`src/rtl/servo_pkg.sv`:
```
// servo_pkg: servo frame/pulse constants and FSM state encoding, shared with the upstream slew stage.
package servo_pkg;
  localparam int SERVO_MAX_DEG = 180;
  localparam int FRAME_TICKS_DEF = 1000000;
  localparam int MIN_TICKS_DEF = 50000;
  localparam int TICKS_PER_DEG_DEF = 278;
  localparam int LEAD_DEF = 16;
  typedef enum logic [2:0] {IDLE, MUL, WAIT, HIGH, LOW} servo_state_t;
endpackage

```
`src/rtl/servo_mul8x9.sv`:
```
// servo_mul8x9: shift-add p = c + a*b, one multiplier bit per cycle; p valid and done high 8 cycles after start.
module servo_mul8x9 (
  input  logic        clk,
  input  logic        rst,
  input  logic        start,
  input  logic [7:0]  a,
  input  logic [8:0]  b,
  input  logic [16:0] c,
  output logic        done,
  output logic [16:0] p
);
  logic [7:0] sh;
  logic [16:0] bs;
  logic [2:0] i;
  logic busy;
  // The start edge already consumes a[0], so seven further edges finish the product.
  always_ff @(posedge clk or negedge rst)
    if (!rst) begin
      sh <= '0;
      bs <= '0;
      i <= '0;
      busy <= 1'b0;
      done <= 1'b0;
      p <= '0;
    end else if (start) begin
      p <= c + (a[0] ? {8'd0, b} : 17'd0);
      sh <= a >> 1;
      bs <= {7'd0, b, 1'b0};
      i <= 3'd1;
      busy <= 1'b1;
      done <= 1'b0;
    end else if (busy) begin
      p <= p + (sh[0] ? bs : 17'd0);
      sh <= sh >> 1;
      bs <= bs << 1;
      i <= i + 3'd1;
      busy <= i != 3'd7;
      done <= i == 3'd7;
    end
endmodule

```
`src/rtl/servo_pwm.sv`:
```
// servo_pwm: frame-based servo pulse generator; angle/en are latched once per frame and the
// pulse width MIN_TICKS + angle*TICKS_PER_DEG is built by a serial multiplier at frame start.
module servo_pwm
  import servo_pkg::*;
#(
  parameter int FRAME_TICKS = FRAME_TICKS_DEF,
  parameter int MIN_TICKS = MIN_TICKS_DEF,
  parameter int TICKS_PER_DEG = TICKS_PER_DEG_DEF,
  parameter int LEAD = LEAD_DEF
) (
  input  logic       clk,
  input  logic       rst,
  input  logic [7:0] angle,
  input  logic       en,
  output logic       pwm,
  output logic       frame_start,
  output logic [7:0] angle_q,
  output logic       clamped
);
  localparam logic [19:0] LAST = 20'(FRAME_TICKS - 1);
  localparam logic [19:0] LEAD_M1 = 20'(LEAD - 1);
  localparam logic [7:0] MAX_DEG = 8'(SERVO_MAX_DEG);
  if (LEAD + MIN_TICKS + SERVO_MAX_DEG * TICKS_PER_DEG >= FRAME_TICKS || LEAD < 9) begin : g_bad_params
    $error("servo_pwm: pulse cannot fit in frame or LEAD too small for multiplier");
  end
  logic [19:0] frame_cnt;
  logic [16:0] pulse_ticks, width;
  logic en_q, sample, mul_done;
  servo_state_t state, state_n;
  assign sample = frame_cnt == LAST;
  servo_mul8x9 u_mul (
    .clk(clk),
    .rst(rst),
    .start(state == MUL && frame_cnt == 20'd0),
    .a(angle_q),
    .b(9'(TICKS_PER_DEG)),
    .c(17'(MIN_TICKS)),
    .done(mul_done),
    .p(pulse_ticks)
  );
  always_comb begin
    state_n = state;
    case (state)
      IDLE, LOW: if (sample) state_n = MUL;
      MUL:       if (frame_cnt == 20'd7) state_n = WAIT;
      WAIT:      if (frame_cnt == LEAD_M1 && mul_done) state_n = HIGH;
      HIGH:      if (width == 17'd1) state_n = LOW;
      default:   state_n = IDLE;
    endcase
  end
  // en_q only changes on the sample edge, so a pulse in flight always runs to full width.
  always_ff @(posedge clk or negedge rst)
    if (!rst) begin
      state <= IDLE;
      frame_cnt <= LAST;
      frame_start <= 1'b0;
      en_q <= 1'b0;
      angle_q <= '0;
      clamped <= 1'b0;
      width <= '0;
      pwm <= 1'b0;
    end else begin
      state <= state_n;
      frame_cnt <= sample ? 20'd0 : frame_cnt + 20'd1;
      frame_start <= sample;
      if (sample) begin
        angle_q <= angle > MAX_DEG ? MAX_DEG : angle;
        clamped <= angle > MAX_DEG;
        en_q <= en;
      end
      width <= state_n == HIGH ? (state == HIGH ? width - 17'd1 : pulse_ticks) : 17'd0;
      pwm <= state_n == HIGH && en_q;
    end
endmodule

```
`config.mk`:
```
export PLATFORM = sky130hd
export DESIGN_NAME = servo_pwm
export DESIGN_NICKNAME = d
export VERILOG_FILES = /design/src/rtl/servo_pkg.sv /design/src/rtl/servo_mul8x9.sv /design/src/rtl/servo_pwm.sv
export SDC_FILE = /design/constraint.sdc
export NUM_CORES = 1
export LEC_CHECK = 0
export ABC_AREA = 1
export BUFFER_PORTS_ARGS = -buffer_cell sky130_fd_sc_hd__buf_4
export CAP_MARGIN = 20
export CORE_ASPECT_RATIO = 0.9
export CORE_MARGIN = 2
export CORE_UTILIZATION = 30
export CTS_CLUSTER_SIZE = 40
export DETAILED_ROUTE_END_ITERATION = 7
export SKIP_CTS_REPAIR_TIMING = 1
export SYNTH_ARGS = -nofsm -noshare
export SYNTH_HDL_FRONTEND = slang
export SYNTH_SLANG_ARGS = --single-unit
```
`constraint.sdc`:
```
create_clock -name clk -period 2.6 [get_ports clk]
set_input_delay 0 -clock clk [delete_from_list [all_inputs] [get_ports clk]]
set_output_delay 0 -clock clk [all_outputs]
set_load 0.01 [all_outputs]
```
==> impl_metrics.toml <==
[setup_path]
worstRegToRegCells = 10
cp_data_required_time_ps = 2890
slowest_stage = "sky130_fd_sc_hd__dfstp_2"
worst_setup_path_start_kind = "register"
worstPathBufferInverterCount = 2
timing.critical_path.to_type = "register"
setup.worst_path.class = "reg2reg"
crit_path_cell_trace = "ha_1 > nand2_2 > nor2_4 > nand2_4 > inv_2 > nand4_2 > nor2_1 > nand2_1 > dlygate4sd3_1 > nand2_1"
worst_r2r_endpoint = "angle_q[6]"
reg2reg_setup_slack_ps = 290
cell_family_with_the_largest_share_of_critical_path_delay = "simple AND/OR/NAND/NOR gates"
arrival_ps = 2600
cpMostUsedCell = "sky130_fd_sc_hd__nand2_1"
critical_path.max_stage_delay_ps = 550
critical_path.max_fanout = 4
r2r-start = "frame_cnt[0]"

[synthesis]
synth-edff-count = 0
area_fraction_in_compound_gates_after_synthesis_pct = 7.57
dominant_combinational_cell_family_by_area_after_synthesis = "simple AND/OR/NAND/NOR gates"
post-synth-top-area-fraction_pct = 36.6
yosys_warnings = 0
post_synth_and_or_nand_nor_area_fraction_pct = 31.7
syn-num-nets = 806
muxShareOfSynthArea_pct = 0
asyncSetResetFlopFracSynth_pct = 100
yosys.area_share.adder_pct = 4.77
synth.avg_cell_area_um2 = 7.32
synthXorXnorAreaFrac_pct = 3.09
synth_cell_type_count = 39
post_synth_top_area_cell = "sky130_fd_sc_hd__dfrtp_1"
netlist_area_um2 = 5670
ys_seq_area_share_pct = 42.2
synthFlopType = "sky130_fd_sc_hd__dfrtp_1"
ys_top_cells_by_area = "sky130_fd_sc_hd__dfrtp_1, sky130_fd_sc_hd__nand2_1, sky130_fd_sc_hd__inv_1"
synth.ff_latch_count = 95
syn_inst = 774

[min_path]
min_path_type = "in2async"

[timing]
tightestPinTransition_ps = 517
unrepaired_setup_endpoints_after_global_routing = "false"
final_hold_viol_count = 0
setup-violations-final = 0
finalWorstPathRequiredPeriod_ps = 2310
min_period_over_period_pct = 88.9
worst_slew_margin_rel_pct = 65.6
fin_setup_tns_ps = 0
finalClockSkew_ps = 13.7
timing.final.max_slew_violations = 0
clock.fmax_mhz = 433
hold-worst-slack_ps = 163

[clock_network]
cts-root-buf = "sky130_fd_sc_hd__clkbuf_16"
clk_transition_reported_paths_ps = 70
numCtsBuffers = 9
ctsLongestPathBuffers = 2
clock_tree_from_tritoncts = "built"
clkSinkCount = 95
number_of_h_tree_branching_levels = 3
clkLatencyLatePin_ps = 360

[power]
pwr-share-seq_pct = 53.0
power_density_nw_per_um2 = 433
share_clk_of_total_power_pct = 44.8
power_switching_share_pct = 22.6
p_comb_share_pct = 2.3
total_leakage_power_nw = 3.39
internal-power_mw = 2.16
post-layout-total-power_mw = 2.79
power.net_switching_uw = 632
vdd_drop_max_mv = 0.283

[placement]
hpwl_mm = 9.58
dpl-instance-area_um2 = 6070
place_congestion = 0.883
number_of_port_buffers = 21

[detailed_routing]
vias = 4710
postRouteWirelength_mm = 12.8
drt-wirelength-per-cell_um = 12.1
drt_first_iter_violations = 243
ant_nets = 0
detail_route.first_pass.iterations = 8
drc_violation_count_after_routing = 0
avgViaCountPerCell = 4.46

[global_route]
global_route.usage.total_pct = 13.8
globalRoute.totalOverflow = 0
grt_antenna_before_repair = 0
number_of_global_route_vias_before_repair = 4549
pin_count_of_the_biggest_net_entering_global_routing = 58
grt_first_pass_wirelength_mm = 22.2

[die]
floorplan.rows = 47
die_h_um = 134
core_area_um2 = 18500
die-area_um2 = 20000
io_pins = 22
start_util_pct = 30.7
die-width_um = 149

[job]
drv_cap = 0

[finish]
design.final.nets = 838
areaGrowthSynthToFinish_pct = 13.9
postLayoutCellArea_um2 = 6450
final_layout_size_suffix_gt1_share_pct = 10.6
n_antenna_cell = 0
final_core_util_pct = 35.0

[outcome]
run_status = "complete, no violations"
-- layout make-up --
| type | count | area (µm²) |
|---|---|---|
| fillers | 1974 | 12000 |
| multi-input cells | 530 | 2670 |
| flip-flops and latches | 95 | 2390 |
| inverters | 136 | 512 |
| well taps | 245 | 307 |
| repair buffers | 34 | 295 |
| clock buffers | 11 | 233 |
| clock inverters | 5 | 42.5 |
-- power groups by stage --
| stage | Combinational [mW] | Sequential [mW] | Clock [mW] |
|---|---|---|---|
| final | 0.0631 | 1.48 | 1.25 |
| after global routing | 0.0727 | 1.48 | 1.35 |
| after CTS | 0.0541 | 1.48 | 1.29 |
| after detailed placement | 0.0541 | 1.51 | 0 |
| after global placement | 0.0538 | 1.51 | 0 |
| after floorplan | 0.00377 | 1.51 | 0 |
-- metal layers --
metal	up-vias	track usage, %	part of all wire [%]
li1	2488	-	-
met1	2127	19.8	53
met2	78	20.6	42
met3	17	1.87	3.3
met4	0	6.30	1.8
met5	-	0	0
-- through the flow --
step | instances | worst slack, ps
4_1_cts | 1045 | 361
2_1_floorplan | 774 | 473
6_report | 1056 | 289
3_3_place_gp | 1029 | 453
5_1_grt | 1056 | 120
3_5_place_dp | 1029 | 377
-- flip-flops by register name, summed over array words and instances, names as in the netlist --
name,cells
angle_q,8
clamped,1
en_q,1
frame_cnt,20
frame_start,1
pwm,1
state,3
u_mul.bs,15
u_mul.busy,1
u_mul.done,1
u_mul.i,3
u_mul.p,16
u_mul.sh,7
width,17
-- logic make-up after synthesis --
group                    Yosys count
buffers and inverters            149
AND/OR/NAND/NOR                  410
adder cells (fa/ha/maj)           21
XOR/XNOR                          20
AO/OA/AOI/OAI                     79
flip-flops                        95
-- worst reg2reg max path, cell delays in order (launching register included) --
cell and delay, ps:
sky130_fd_sc_hd__dfstp_2 550, sky130_fd_sc_hd__ha_1 180, sky130_fd_sc_hd__nand2_2 80, sky130_fd_sc_hd__nor2_4 180, sky130_fd_sc_hd__nand2_4 100, sky130_fd_sc_hd__inv_2 90
sky130_fd_sc_hd__nand4_2 170, sky130_fd_sc_hd__nor2_1 220, sky130_fd_sc_hd__nand2_1 70, sky130_fd_sc_hd__dlygate4sd3_1 550, sky130_fd_sc_hd__nand2_1 60
-- Yosys cell counts, types with 2 or more instances --
cell / instances
sky130_fd_sc_hd__nor2_2: 4
sky130_fd_sc_hd__nand3_1: 52
sky130_fd_sc_hd__o21ai_0: 36
sky130_fd_sc_hd__dfrtp_1: 83
sky130_fd_sc_hd__clkbuf_1: 4
sky130_fd_sc_hd__xor2_1: 16
sky130_fd_sc_hd__inv_2: 9
sky130_fd_sc_hd__o22ai_1: 8
sky130_fd_sc_hd__nor2_4: 4
sky130_fd_sc_hd__a21oi_1: 23
sky130_fd_sc_hd__buf_6: 5
sky130_fd_sc_hd__nand3_4: 2
sky130_fd_sc_hd__nand2_2: 5
sky130_fd_sc_hd__o21ai_1: 2
sky130_fd_sc_hd__nor3_2: 2
sky130_fd_sc_hd__nand4_1: 10
sky130_fd_sc_hd__nand2_4: 2
sky130_fd_sc_hd__o211ai_1: 4
sky130_fd_sc_hd__inv_1: 125
sky130_fd_sc_hd__ha_1: 20
sky130_fd_sc_hd__nor2_1: 98
sky130_fd_sc_hd__nand2_1: 210
sky130_fd_sc_hd__or2_2: 3
sky130_fd_sc_hd__xnor2_1: 4
sky130_fd_sc_hd__dfstp_2: 12
sky130_fd_sc_hd__o21a_1: 2
sky130_fd_sc_hd__nor3_1: 11
sky130_fd_sc_hd__nand3_2: 4
sky130_fd_sc_hd__buf_2: 4
-- worst max path at each step --
stage / endpoint / cells past startpoint / startpoint
3_3_place_gp: u_mul.p[16] / 12 / u_mul.sh[0]
4_1_cts: u_mul.p[16] / 12 / u_mul.sh[0]
3_5_place_dp: u_mul.p[16] / 12 / u_mul.sh[0]
5_1_grt: u_mul.p[16] / 12 / u_mul.sh[0]
6_report: angle_q[6] / 10 / frame_cnt[0]
2_1_floorplan: u_mul.p[16] / 14 / u_mul.sh[0]
-- cell usage in the layout (no fill, tap or decap), types with 10 or more instances in the layout --
master                          netlist  routed
sky130_fd_sc_hd__nor2_1              98      98
sky130_fd_sc_hd__o21ai_0             36      36
sky130_fd_sc_hd__dfstp_2             12      12
sky130_fd_sc_hd__nand4_1             10      10
sky130_fd_sc_hd__xor2_1              16      16
sky130_fd_sc_hd__nand3_1             52      52
sky130_fd_sc_hd__inv_1              125     125
sky130_fd_sc_hd__dfrtp_1             83      83
sky130_fd_sc_hd__nor3_1              11      11
sky130_fd_sc_hd__a21oi_1             23      23
sky130_fd_sc_hd__dlygate4sd3_1        0      11
sky130_fd_sc_hd__nand2_1            210     210
sky130_fd_sc_hd__buf_4                0      22
sky130_fd_sc_hd__ha_1                20      20
Note: power is estimated with default switching activity, not from simulation.
